===== src/rtl/sel_pkg.sv =====
`default_nettype none
// ============================================================================
//  Module   : sel_pkg
//  Purpose  : Shared constants and state encoding for the select-line
//             receive encoder (sel_encoder) and its index encoder.
//  Revision : 1.0  initial release
// ============================================================================
package sel_pkg;

    // Bus geometry
    localparam int SEL_LINES = 16;
    localparam int IDX_W     = 4;

    // Idle pattern of the active-low select bus: no line asserted
    localparam logic [SEL_LINES-1:0] SEL_NONE = 16'hFFFF;

    // Receiver FSM state encoding
    typedef logic [1:0] sel_state_t;

    localparam sel_state_t ST_IDLE    = 2'd0;
    localparam sel_state_t ST_QUAL    = 2'd1;
    localparam sel_state_t ST_HOLD    = 2'd2;
    localparam sel_state_t ST_RELEASE = 2'd3;

endpackage : sel_pkg
`default_nettype wire


===== src/rtl/sel_encoder_onehot_encoder.sv =====
`default_nettype none
// ============================================================================
//  Module   : onehot_encoder
//  Purpose  : Combinational encoder for a 16-bit active-low select pattern.
//             Returns the index of the lowest-numbered low bit and, when
//             MULTI_EN is set, flags patterns with two or more low bits.
//  Ports    : i_sel_n  [15:0] active-low pattern (all ones = nothing asserted)
//             o_idx    [3:0]  lowest-numbered asserted line (0 if none)
//             o_multi         two or more lines asserted (0 if MULTI_EN = 0)
//  Revision : 1.0  initial release
// ============================================================================
module onehot_encoder
    import sel_pkg::*;
#(
    parameter bit MULTI_EN = 1'b0
) (
    input  logic [SEL_LINES-1:0] i_sel_n,
    output logic [IDX_W-1:0]     o_idx,
    output logic                 o_multi
);

    // Scan from the top down so the lowest-numbered asserted line wins.
    always_comb begin
        o_idx = '0;
        for (int i = SEL_LINES - 1; i >= 0; i--) begin
            if (!i_sel_n[i]) begin
                o_idx = IDX_W'(i);
            end
        end
    end

    generate
        if (MULTI_EN) begin : g_multi
            logic [SEL_LINES-1:0] w_hot;
            assign w_hot = ~i_sel_n;
            // Clearing the lowest set bit leaves something only if a
            // second line is also asserted.
            assign o_multi = |(w_hot & (w_hot - {{(SEL_LINES-1){1'b0}}, 1'b1}));
        end else begin : g_no_multi
            assign o_multi = 1'b0;
        end
    endgenerate

endmodule : onehot_encoder
`default_nettype wire


===== src/rtl/sel_encoder.sv =====
`default_nettype none
// ============================================================================
//  Module   : sel_encoder
//  Purpose  : Receive side of the 16-line active-low select scanner. Samples
//             the select bus, qualifies a pattern for STABLE_CYCLES
//             consecutive cycles, encodes the asserted line and presents it
//             with a VALID/ACK handshake, then waits for the bus to release
//             before arming again.
//  Ports    : CLK          clock, rising edge
//             CLRBAR       synchronous reset, active-high
//             SEL   [15:0] select lines, active-low (16'hFFFF = none)
//             ACK          consumer accepts the presented index
//             IDX   [3:0]  encoded index of the captured line
//             VALID        IDX/ERR valid
//             ERR          captured pattern had more than one line low
//             BUSY         receiver not idle
//  Config   : SEL_ERR_CHECK_EN - when defined, ERR reports multi-hot
//             captures; otherwise ERR is held at 0.
//  Revision : 1.0  initial release
// ============================================================================
module sel_encoder
    import sel_pkg::*;
#(
    parameter int STABLE_CYCLES = 3     // legal range 1..15
) (
    input  logic                 CLK,
    input  logic                 CLRBAR,
    input  logic [SEL_LINES-1:0] SEL,
    input  logic                 ACK,
    output logic [IDX_W-1:0]     IDX,
    output logic                 VALID,
    output logic                 ERR,
    output logic                 BUSY
);

    localparam logic [3:0] c_stable = 4'(STABLE_CYCLES);

`ifdef SEL_ERR_CHECK_EN
    localparam bit c_multi_en = 1'b1;
`else
    localparam bit c_multi_en = 1'b0;
`endif

    // ------------------------------------------------------------------
    // State
    // ------------------------------------------------------------------
    logic [SEL_LINES-1:0] sel_q;
    sel_state_t           state_q, state_d;
    logic [3:0]           cnt_q,   cnt_d;
    logic [SEL_LINES-1:0] ref_q,   ref_d;
    logic [IDX_W-1:0]     idx_q,   idx_d;
    logic                 err_q,   err_d;
    logic                 valid_q, valid_d;

    logic                 w_capture;
    logic                 w_ack_taken;
    logic [3:0]           w_cnt_inc;
    logic [IDX_W-1:0]     w_enc_idx;
    logic                 w_enc_multi;

    // cnt only increments while below c_stable (<= 15), so it cannot wrap.
    assign w_cnt_inc = cnt_q + 4'd1;

    // ------------------------------------------------------------------
    // Qualification FSM: next state, match counter and reference pattern
    // ------------------------------------------------------------------
    always_comb begin
        state_d     = state_q;
        cnt_d       = cnt_q;
        ref_d       = ref_q;
        w_capture   = 1'b0;
        w_ack_taken = 1'b0;

        case (state_q)
            ST_IDLE: begin
                if (sel_q != SEL_NONE) begin
                    ref_d = sel_q;
                    cnt_d = 4'd1;
                    if (c_stable == 4'd1) begin
                        state_d   = ST_HOLD;
                        w_capture = 1'b1;
                    end else begin
                        state_d = ST_QUAL;
                    end
                end
            end

            ST_QUAL: begin
                if (sel_q == SEL_NONE) begin
                    state_d = ST_IDLE;
                end else if (sel_q != ref_q) begin
                    // Pattern moved: restart qualification from the new value.
                    ref_d = sel_q;
                    cnt_d = 4'd1;
                end else begin
                    cnt_d = w_cnt_inc;
                    if (w_cnt_inc == c_stable) begin
                        state_d   = ST_HOLD;
                        w_capture = 1'b1;
                    end
                end
            end

            ST_HOLD: begin
                if (ACK) begin
                    state_d     = ST_RELEASE;
                    w_ack_taken = 1'b1;
                end
            end

            ST_RELEASE: begin
                // Wait for the bus to go idle so a held line is not re-captured.
                if (sel_q == SEL_NONE) begin
                    state_d = ST_IDLE;
                end
            end

            default: begin
                state_d = ST_IDLE;
            end
        endcase
    end

    // The encoder sees ref_d so a single-cycle qualification (IDLE straight
    // to HOLD) encodes the pattern being captured on this edge.
    onehot_encoder #(
        .MULTI_EN (c_multi_en)
    ) u_onehot_encoder (
        .i_sel_n  (ref_d),
        .o_idx    (w_enc_idx),
        .o_multi  (w_enc_multi)
    );

    // ------------------------------------------------------------------
    // Output registers: loaded on capture, frozen through HOLD
    // ------------------------------------------------------------------
    always_comb begin
        idx_d   = idx_q;
        err_d   = err_q;
        valid_d = valid_q;

        if (w_capture) begin
            idx_d   = w_enc_idx;
            err_d   = w_enc_multi;
            valid_d = 1'b1;
        end else if (w_ack_taken) begin
            valid_d = 1'b0;
        end
    end

    always_ff @(posedge CLK) begin
        if (CLRBAR) begin
            sel_q   <= SEL_NONE;
            state_q <= ST_IDLE;
            cnt_q   <= 4'd0;
            ref_q   <= SEL_NONE;
            idx_q   <= '0;
            err_q   <= 1'b0;
            valid_q <= 1'b0;
        end else begin
            sel_q   <= SEL;
            state_q <= state_d;
            cnt_q   <= cnt_d;
            ref_q   <= ref_d;
            idx_q   <= idx_d;
            err_q   <= err_d;
            valid_q <= valid_d;
        end
    end

    assign IDX   = idx_q;
    assign ERR   = err_q;
    assign VALID = valid_q;
    assign BUSY  = (state_q != ST_IDLE);

endmodule : sel_encoder
`default_nettype wire


===== config.mk =====
export PLATFORM = sky130hd
export DESIGN_NAME = sel_encoder
export DESIGN_NICKNAME = d
export VERILOG_FILES = /design/src/rtl/sel_pkg.sv /design/src/rtl/sel_encoder_onehot_encoder.sv /design/src/rtl/sel_encoder.sv
export SDC_FILE = /design/constraint.sdc
export NUM_CORES = 1
export LEC_CHECK = 0
export ABC_CLOCK_PERIOD_IN_PS = 2000
export CAP_MARGIN = 20
export CORE_MARGIN = 2
export CORE_UTILIZATION = 50
export CTS_CLUSTER_SIZE = 8
export DETAILED_ROUTE_END_ITERATION = 12
export PLACE_DENSITY_LB_ADDON = 0.25
export SYNTH_ARGS = -nofsm -noshare
export SYNTH_HDL_FRONTEND = slang
export SYNTH_SLANG_ARGS = --single-unit

===== constraint.sdc =====
create_clock -name CLK -period 2 [get_ports CLK]
set_input_delay 0.3 -clock CLK [delete_from_list [all_inputs] [get_ports CLK]]
set_output_delay 0.3 -clock CLK [all_outputs]
set_load 0.02 [all_outputs]

==> qor.log, run 1 <==
INFO  worst_setup_path ff2ff_setup_slack=-330ps
INFO  drt            wirelength=5.94mm
INFO  global_routing number_of_antenna_violations_at_the_first_check_in_global_routing=0
INFO  drt            dr_total_vias=2045
INFO  synthesis      dominantRegCellSynth=sky130_fd_sc_hd__dfxtp_1
INFO  cells_and_area multiInputGateArea=1260um^2
INFO  clock_network  cts_hold_buffers=0
INFO  synthesis      post_synth_design_cell_area=2140um^2
INFO  die            die_h=69.4um
INFO  clock_network  clock-sinks=43
INFO  clock_network  tritoncts=yes
INFO  drt            drtIter0Drc=138
INFO  clock_network  maximum_root_to_sink_buffer_count=2
INFO  pwr            vdd_ir_drop_max=474uV
INFO  timing         tightestPinTransition=537ps
INFO  outcome        run_status=finished with violations
INFO  synthesis      synth_nets=266
INFO  placed_design  dpl_wire_length=4.08mm
INFO  drt            route.detailed.wl_per_inst=15.8um
INFO  synthesis      synth_area_leaders=sky130_fd_sc_hd__dfxtp_1 40%, sky130_fd_sc_hd__xor2_1 7.0%, sky130_fd_sc_hd__nand2_1 5.8%
INFO  min_path       hold_end=IDX[1]
INFO  synthesis      synthDominantCellAreaShare=0.403
INFO  die            top_level_ports=26
INFO  cells_and_area final_instance_count_excl_fillers=375
INFO  die            placeableCoreArea=4060um^2
INFO  worst_setup_path critical_path_required=2230ps
INFO  timing         finalHoldViolations=0
INFO  timing         setup_viol=8
INFO  min_path       worst_hold_startpoint=IDX[1]
INFO  worst_setup_path timing_worst_setup_path_type=reg -> reg
INFO  global_routing grt_first_pass_wirelength=10.0mm
INFO  clock_network  cts_root_buffer=sky130_fd_sc_hd__clkbuf_8
INFO  synthesis      synth_compound_area_frac=0.156
INFO  drt            ant_nets=0
INFO  clock_network  clkLatencyLatePin=300ps
INFO  cells_and_area insertedDiodeCount=0
INFO  global_routing number_of_global_route_vias_before_repair=2083
INFO  timing         period_needed=2330ps
INFO  synthesis      ys_seq_area_frac=0.403
INFO  drt            viasPerCell=5.45
INFO  min_path       hold_depth=2
INFO  synthesis      postSynthRegisterBits=43
INFO  synthesis      synthArstFlopShare=0
INFO  global_routing groute.usage.overall=0.264
INFO  cells_and_area post_route_cells_drive_above_1_share=0.378
INFO  synthesis      synthAdderAreaFrac=0.0117
INFO  worst_setup_path worst_r2r_endpoint=IDX[2]
INFO  drt            drt_pass1_iterations=4
INFO  pwr            leakage=1.29nW
INFO  synthesis      synthesis.area_per_instance=8.72um^2
INFO  timing         period_share=1.16
INFO  die            die_area=4810um^2
INFO  synthesis      synth_area_leader_cell=sky130_fd_sc_hd__dfxtp_1
INFO  die            start_util=0.527
INFO  timing         layout_setup_ws=-329ps
INFO  placed_design  weighted_congestion_reported_at_the_end_of_routability_driven_placement=0.889
INFO  worst_setup_path timing.critical_path.from_type=flip-flop
INFO  synthesis      yosysWarnings=0
INFO  die            fp.dieW=69.4um
INFO  cells_and_area finish.net_count=345
INFO  cells_and_area regArea=875um^2
INFO  run            drv.max_cap_violation_count=0
INFO  timing         peak_clock_frequency_supported_by_timing=429MHz
INFO  worst_setup_path timing.reg2reg.worst_path_depth=8
INFO  worst_setup_path r2r-start=sel_q[9]
INFO  placed_design  placedCellCount=357
INFO  worst_setup_path worstPathMaxFanout=7
INFO  synthesis      synth_top_cells_by_count=43 x sky130_fd_sc_hd__dfxtp_1, 33 x sky130_fd_sc_hd__nand2_1, 21 x sky130_fd_sc_hd__nor2_1
INFO  timing         slew_headroom=0.641
INFO  synthesis      synth-edff-count=0
INFO  global_routing grt_remaining_overflow=0
INFO  pwr            power_density=667nW/um^2
INFO  synthesis      synthMostInstantiatedCell=sky130_fd_sc_hd__dfxtp_1
INFO  cells_and_area layout.filler_cells=275
INFO  clock_network  tritoncts.num_buffers=5
INFO  drt            route.detailed.drc=0
INFO  clock_network  cts.reportedPaths.clkPinSlew=80ps
INFO  synthesis      yosys.area_share.simple=0.266
INFO  timing         hold_ws=462ps
INFO  min_path       hp-class=reg -> reg
INFO  synthesis      post_synth_mux_area_share=0.0381
INFO  synthesis      largest_family_of_logic_cells_by_synthesized_area=simple AND/OR/NAND/NOR gates
INFO  timing         slew_violations=0
INFO  worst_setup_path crit_path_end_kind=flip-flop
INFO  placed_design  port_buf_inserts=24
INFO  die            placement_rows=23
INFO  cells_and_area area_growth_syn_to_layout=43.3%
INFO  clock_network  htree_levels=2
INFO  timing         fin_skew=6.32ps
INFO  worst_setup_path arrival=2550ps
INFO  synthesis      synth-xor-area-share=0.0738
INFO  synthesis      synthesis.instances=245
INFO  global_routing grt_start_max_net_pins=17
INFO  outcome        violations_in_the_final_reports=negative setup slack
INFO  timing         unrepaired_setup_endpoints_after_global_routing=true
INFO  synthesis      synth_cell_types=50
-- critical path: stages, from the launching register on --
cell	delay [ps]
sky130_fd_sc_hd__dfxtp_2	340
sky130_fd_sc_hd__xor2_1	180
sky130_fd_sc_hd__nor4_2	370
sky130_fd_sc_hd__and4_4	340
sky130_fd_sc_hd__a21o_2	260
sky130_fd_sc_hd__buf_4	190
sky130_fd_sc_hd__a41o_1	220
sky130_fd_sc_hd__a31oi_1	130
sky130_fd_sc_hd__o31ai_2	210
-- sequential cells by signal, summed over array words and instances (netlist names), named ones only --
signal and count:
ref_q 16, state_q 1, IDX 4, cnt_q 4, sel_q 16, VALID 1
-- per-layer routing --
| metal | track usage | share of wire | up-vias | wire (um) |
|---|---|---|---|---|
| met5 | 0 | 0 | - | 0 |
| met4 | 0.115 | 0.031 | 0 | 187 |
| met3 | 0.0538 | 0.045 | 16 | 269 |
| met2 | 0.428 | 0.48 | 68 | 2830 |
| met1 | 0.339 | 0.45 | 956 | 2650 |
| li1 | - | - | 1005 | - |
-- cells by family (layout without fill, tap and decap cells) --
family / count (synthesis) / after routing
compound gates: 50 / 51
other cells: 1 / 1
xor+xnor: 18 / 18
fa+ha+maj: 2 / 2
mux: 8 / 8
simple gates: 104 / 104
flops: 43 / 43
buf+inv: 19 / 98
-- final cells by class --
| cell class | instances | share of cell area |
|---|---|---|
| tap | 50 | 0.0204 |
| timing repair buffer | 82 | 0.228 |
| multi-input combinational | 184 | 0.413 |
| inverter | 8 | 0.00980 |
| clock inverter | 2 | 0.0196 |
| clock buffer | 6 | 0.0237 |
| sequential | 43 | 0.286 |
-- what timing repair did --
| item | in CTS | in global routing |
|---|---|---|
| setup buffers | 9 | 2 |
| resized for setup | 19 | 7 |
| pin swaps | 6 | 4 |
| cloned | 1 | 0 |
| endpoints found under the setup margin | 10 | 16 |
-- power by group --
group          leakage (nW)  switching (mW)  internal [mW]
Combinational         0.867           0.151          0.166
Sequential            0.353          0.0344          0.891
Clock                0.0654           0.302          0.499
Total                  1.29           0.487           1.56
-- layout by cell type (no fill, tap or decap), types with 8 or more instances in the layout --
| cell type | instances |
|---|---|
| sky130_fd_sc_hd__buf_4 | 54 |
| sky130_fd_sc_hd__dfxtp_1 | 34 |
| sky130_fd_sc_hd__nand2_1 | 33 |
| sky130_fd_sc_hd__clkdlybuf4s50_1 | 24 |
| sky130_fd_sc_hd__nor2_1 | 20 |
| sky130_fd_sc_hd__or2_2 | 19 |
| sky130_fd_sc_hd__xor2_1 | 16 |
| sky130_fd_sc_hd__o21ai_0 | 14 |
| sky130_fd_sc_hd__a21oi_1 | 9 |
| sky130_fd_sc_hd__inv_1 | 8 |
| sky130_fd_sc_hd__nand4_1 | 8 |
| sky130_fd_sc_hd__nand3_1 | 8 |
| sky130_fd_sc_hd__dfxtp_2 | 8 |
-- how the worst max path moves through the flow --
| stage | from | end | slack, ps | depth (start not counted) |
|---|---|---|---|---|
| after global routing | sel_q[8] | IDX[1] | -410 | 9 |
| after CTS | sel_q[8] | IDX[1] | -280 | 9 |
| after detailed placement | sel_q[7] | IDX[1] | -390 | 9 |
| final | sel_q[9] | IDX[2] | -330 | 8 |
| after floorplan | sel_q[2] | IDX[1] | -40 | 9 |
| after global placement | sel_q[7] | IDX[1] | -340 | 9 |
-- stage by stage --
step / setup TNS, ps / setup slack [ps] / power, mW / utilization / instance area, um^2
after detailed placement: -1790 / -390 / 1.23 / 0.675 / 2740
after CTS: -1590 / -279 / 2.03 / 0.751 / 3050
after global placement: -1540 / -340 / 1.22 / 0.675 / 2740
after floorplan: -157 / -42.9 / 1.10 / - / 2150
final: -1750 / -329 / 2.04 / 0.755 / 3060
after global routing: -2560 / -409 / 2.12 / 0.755 / 3060
Note: power is estimated with default switching activity, not from simulation.
==> inputs of run 2 (changes only) <==
ABC_AREA = 1   (was default)
CTS_CLUSTER_SIZE = default   (was 8)
SLEW_MARGIN = 20   (was default)
==> run 2 against run 1 <==
- the flow still finishes with violations (negative setup slack)
- die area rose by 3.4%
- area after synthesis rose by 3.6%
- synthesized cell count rose by 33%
- sequential power rose by 9%
- register-to-register slack improved by 230 ps
- worst hold slack improved by 6.6 ps
- largest power group unchanged
- largest cell class unchanged
- highest routed layer unchanged
- critical path depth rose by 16
- clock power fell by 24%
==> qor.log, run 2 <==
INFO  synthesis      synthesis.instances=325 [+33%]
INFO  min_path       hold_end=IDX[3]
INFO  clock_network  htree_levels=2 [unchanged]
INFO  worst_setup_path arrival=2280ps [-270 ps]
INFO  global_routing grt_first_pass_wirelength=9.78mm [-2.2%]
INFO  timing         fin_skew=6.11ps [-0.209 ps]
INFO  drt            drtIter0Drc=150 [+8.7%]
INFO  timing         layout_setup_ws=-103ps [+226 ps]
INFO  synthesis      post_synth_design_cell_area=2210um^2 [+3.6%]
INFO  die            fp.dieW=70.6um [+1.7%]
INFO  worst_setup_path crit_path_frequent_cell=sky130_fd_sc_hd__nand2_1
INFO  worst_setup_path crit_start=sel_q[3]
INFO  cells_and_area multiInputGateArea=1210um^2 [-4.6%]
INFO  outcome        run_status=finished with violations
INFO  synthesis      dominantRegCellSynth=sky130_fd_sc_hd__dfxtp_1
INFO  timing         peak_clock_frequency_supported_by_timing=476MHz [+11%]
INFO  cells_and_area regArea=875um^2 [unchanged]
INFO  timing         final.setup.tns=-182ps [+1570 ps]
INFO  global_routing grt_remaining_overflow=0 [unchanged]
INFO  worst_setup_path worstPathMaxFanout=5 [-2]
INFO  timing         period_needed=2100ps [-226 ps]
INFO  cells_and_area fin_util=0.714 [-0.0410]
INFO  placed_design  port_buf_inserts=24 [unchanged]
INFO  clock_network  clock-sinks=43 [unchanged]
INFO  min_path       worst_hold_startpoint=IDX[3]
INFO  worst_setup_path timing_worst_setup_path_type=reg -> reg
INFO  pwr            vdd_ir_drop_max=625uV [+32%]
INFO  worst_setup_path worst_path_largest_cell_delay=330ps [-40 ps]
INFO  drt            dr_total_vias=2296 [+12%]
INFO  drt            wirelength=5.85mm [-1.5%]
INFO  die            die_area=4980um^2 [+3.4%]
INFO  drt            route.detailed.drc=0 [unchanged]
INFO  pwr            power_density=847nW/um^2 [+27%]
INFO  min_path       hp-class=reg -> reg
INFO  cells_and_area insertedDiodeCount=0 [unchanged]
INFO  clock_network  clkLatencyLatePin=300ps [about the same]
INFO  synthesis      synth_cell_types=31 [-38%]
INFO  cells_and_area layout.cells.most_common_list=88 x sky130_fd_sc_hd__nand2_1, 53 x sky130_fd_sc_hd__buf_4, 44 x sky130_fd_sc_hd__inv_1, 32 x sky130_fd_sc_hd__dfxtp_1, 24 x sky130_fd_sc_hd__clkdlybuf4s50_1
INFO  timing         unrepaired_setup_endpoints_after_global_routing=true
INFO  synthesis      synthDominantCellAreaShare=0.389 [-0.0141]
INFO  cells_and_area layout_commonest_cell=sky130_fd_sc_hd__nand2_1
INFO  synthesis      postSynthRegisterBits=43 [unchanged]
INFO  clock_network  cts_hold_buffers=0 [unchanged]
INFO  clock_network  cts_root_buffer=sky130_fd_sc_hd__clkbuf_8
INFO  drt            ant_nets=0 [unchanged]
INFO  synthesis      yosys.area_share.simple=0.332 [+0.0658]
INFO  global_routing number_of_global_route_vias_before_repair=2296 [+10%]
INFO  pwr            leakage=1.51nW [+17%]
INFO  drt            drt_pass1_iterations=4 [unchanged]
INFO  worst_setup_path ff2ff_setup_slack=-100ps [+230 ps]
INFO  worst_setup_path timing.critical_path.from_type=flip-flop
INFO  worst_setup_path r2r-start=sel_q[3]
INFO  timing         setup_viol=4 [-4]
INFO  worst_setup_path critical_path_required=2180ps [-50 ps]
INFO  synthesis      synth_nets=346 [+30%]
INFO  global_routing grt_start_max_net_pins=25 [+8]
INFO  drt            viasPerCell=5.05 [-7.5%]
INFO  worst_setup_path crit_path_end_kind=flip-flop
INFO  synthesis      synthesis.area_per_instance=6.81um^2 [-22%]
INFO  pwr            totalPowerFinal=2.61mW [+28%]
INFO  worst_setup_path critPathTopFamily=simple AND/OR/NAND/NOR gates
INFO  synthesis      ys_seq_area_frac=0.389 [-0.0141]
INFO  global_routing number_of_antenna_violations_at_the_first_check_in_global_routing=0 [unchanged]
INFO  worst_setup_path critPathBufInv=1 [unchanged]
INFO  timing         period_share=1.05 [-0.113]
INFO  timing         slew_violations=0 [unchanged]
INFO  clock_network  tritoncts.num_buffers=5 [unchanged]
INFO  synthesis      post_synth_mux_area_share=0 [-0.0381]
INFO  placed_design  dpl_wire_length=4.34mm [+6.5%]
INFO  clock_network  cts.reportedPaths.clkPinSlew=80ps [about the same]
INFO  synthesis      synth_top_cells_by_count=94 x sky130_fd_sc_hd__nand2_1, 45 x sky130_fd_sc_hd__inv_1, 43 x sky130_fd_sc_hd__dfxtp_1
INFO  die            placement_rows=24 [+4.3%]
INFO  synthesis      synth_area_leaders=sky130_fd_sc_hd__dfxtp_1 39%, sky130_fd_sc_hd__nand2_1 16%, sky130_fd_sc_hd__inv_1 7.6%
INFO  die            start_util=0.512 [-0.0145]
INFO  clock_network  tritoncts=yes
INFO  synthesis      synth-xor-area-share=0.0198 [-0.0540]
INFO  cells_and_area layout.filler_cells=366 [+33%]
INFO  placed_design  weighted_congestion_reported_at_the_end_of_routability_driven_placement=0.945 [+6.2%]
INFO  global_routing groute.usage.overall=0.247 [-0.0171]
INFO  cells_and_area biggestRegsByFlops=ref_q (16), sel_q (16)
INFO  synthesis      largest_family_of_logic_cells_by_synthesized_area=simple AND/OR/NAND/NOR gates
INFO  cells_and_area area_growth_syn_to_layout=39.4%
INFO  die            top_level_ports=26 [unchanged]
INFO  worst_setup_path critPathSlowestCell=sky130_fd_sc_hd__dfxtp_2
INFO  outcome        violations_in_the_final_reports=negative setup slack
INFO  cells_and_area finish.net_count=423 [+23%]
INFO  synthesis      synth_area_leader_cell=sky130_fd_sc_hd__dfxtp_1
INFO  cells_and_area post_route_cells_drive_above_1_share=0.298 [-0.0807]
INFO  synthesis      synthAdderAreaFrac=0.0113 [-0.000410]
INFO  timing         finalHoldViolations=0 [unchanged]
INFO  synthesis      synth-edff-count=0 [unchanged]
INFO  worst_setup_path timing.reg2reg.worst_path_depth=24 [+16]
INFO  worst_setup_path worst_r2r_endpoint=IDX[0]
INFO  run            drv.max_cap_violation_count=0 [unchanged]
INFO  die            die_h=70.6um [+1.7%]
INFO  synthesis      synth_compound_area_frac=0.144 [-0.0128]
INFO  clock_network  maximum_root_to_sink_buffer_count=2 [unchanged]
INFO  synthesis      synthArstFlopShare=0 [unchanged]
INFO  worst_setup_path crit_chain=nand2_1, nor2_2, nand2_2, nor2_4, buf_6, nand2_2, o211ai_1, nand2_1, nand2_1, nand2_1, nand2_1, nand2_1, nand2_1, nand2_1, nand2_1, nand2_1, nand2_1, nand2_1, nand2_1, nand2_1, nand2_1, nand2_1, nand2_1, a21oi_2
INFO  die            placeableCoreArea=4320um^2 [+6.6%]
INFO  drt            route.detailed.wl_per_inst=12.9um [-19%]
INFO  min_path       hold_depth=2 [unchanged]
INFO  synthesis      yosysWarnings=0 [unchanged]
INFO  timing         hold_ws=469ps [+6.58 ps]
INFO  synthesis      synthMostInstantiatedCell=sky130_fd_sc_hd__nand2_1
## run 2: what timing repair did
item / 4_1_cts / 5_1_grt
pin swaps: 7 / 7
resized for setup: 17 / 20
endpoints found under the setup margin: 4 / 11
buffers inserted: 2 / 1
## run 2: through the flow
stage	cell area, um^2	setup slack, ps	std cells
CTS	3030	-88.4	454
global route	3090	-367	455
detailed placement	2860	-182	444
finish	3090	-103	455
global placement	2860	-101	444
floorplan	2210	108	325
## run 2: worst max-delay path by stage
stage	endpoint	depth (start not counted)
6_report	IDX[0]	24
5_1_grt	IDX[0]	24
4_1_cts	IDX[0]	24
3_5_place_dp	IDX[0]	24
3_3_place_gp	IDX[0]	24
2_1_floorplan	IDX[0]	24
## run 2: worst register-to-register path, cell delays in order, from the launching register on
cell	delay [ps]
sky130_fd_sc_hd__dfxtp_2	330
sky130_fd_sc_hd__nand2_1	60
sky130_fd_sc_hd__nor2_2	140
sky130_fd_sc_hd__nand2_2	80
sky130_fd_sc_hd__nor2_4	170
sky130_fd_sc_hd__buf_6	140
sky130_fd_sc_hd__nand2_2	40
sky130_fd_sc_hd__o211ai_1	90
sky130_fd_sc_hd__nand2_1	100
sky130_fd_sc_hd__nand2_1	70
sky130_fd_sc_hd__nand2_1	40
sky130_fd_sc_hd__nand2_1	50
sky130_fd_sc_hd__nand2_1	50
sky130_fd_sc_hd__nand2_1	50
sky130_fd_sc_hd__nand2_1	50
sky130_fd_sc_hd__nand2_1	60
sky130_fd_sc_hd__nand2_1	50
sky130_fd_sc_hd__nand2_1	60
sky130_fd_sc_hd__nand2_1	50
sky130_fd_sc_hd__nand2_1	50
sky130_fd_sc_hd__nand2_1	50
sky130_fd_sc_hd__nand2_1	50
sky130_fd_sc_hd__nand2_1	50
sky130_fd_sc_hd__nand2_1	60
sky130_fd_sc_hd__a21oi_2	50
## run 2: final cells by class
cell class	instances	share of cell area
Clock buffer	8	0.0324
Inverter	48	0.0584
Multi-Input combinational cell	225	0.391
Sequential cell	43	0.283
Tap cell	52	0.0211
Timing Repair Buffer	79	0.214
## run 2: where the power goes
part,leakage [nW],internal [mW],switching (mW)
Clock,0.0515,0.315,0.295
Sequential,0.354,0.941,0.0675
Combinational,1.10,0.461,0.535
## run 2: per-layer routing
metal	GRT usage	part of all wire	vias to the layer above
met5	0	0	-
met1	0.305	0.45	1058
met4	0.0734	0.012	0
met2	0.441	0.50	42
li1	-	-	1189
met3	0.0427	0.033	7
## run 2: cells by family (layout without fill, tap and decap cells)
logic type,count (synthesis),count (layout)
flops,43,43
simple gates,166,166
xor+xnor,5,5
fa+ha+maj,2,2
other cells,1,1
compound gates,51,51
buf+inv,57,135
==> inputs of run 3 (changes only) <==
--- a/constraint.sdc
+++ b/constraint.sdc
@@ -3,2 +3,2 @@
 set_output_delay 0.3 -clock CLK [all_outputs]
-set_load 0.02 [all_outputs]
+set_load 0.01 [all_outputs]
==> results of run 3 <==
The final DEF is identical to that of run 2. Status: finished with violations: negative setup slack.
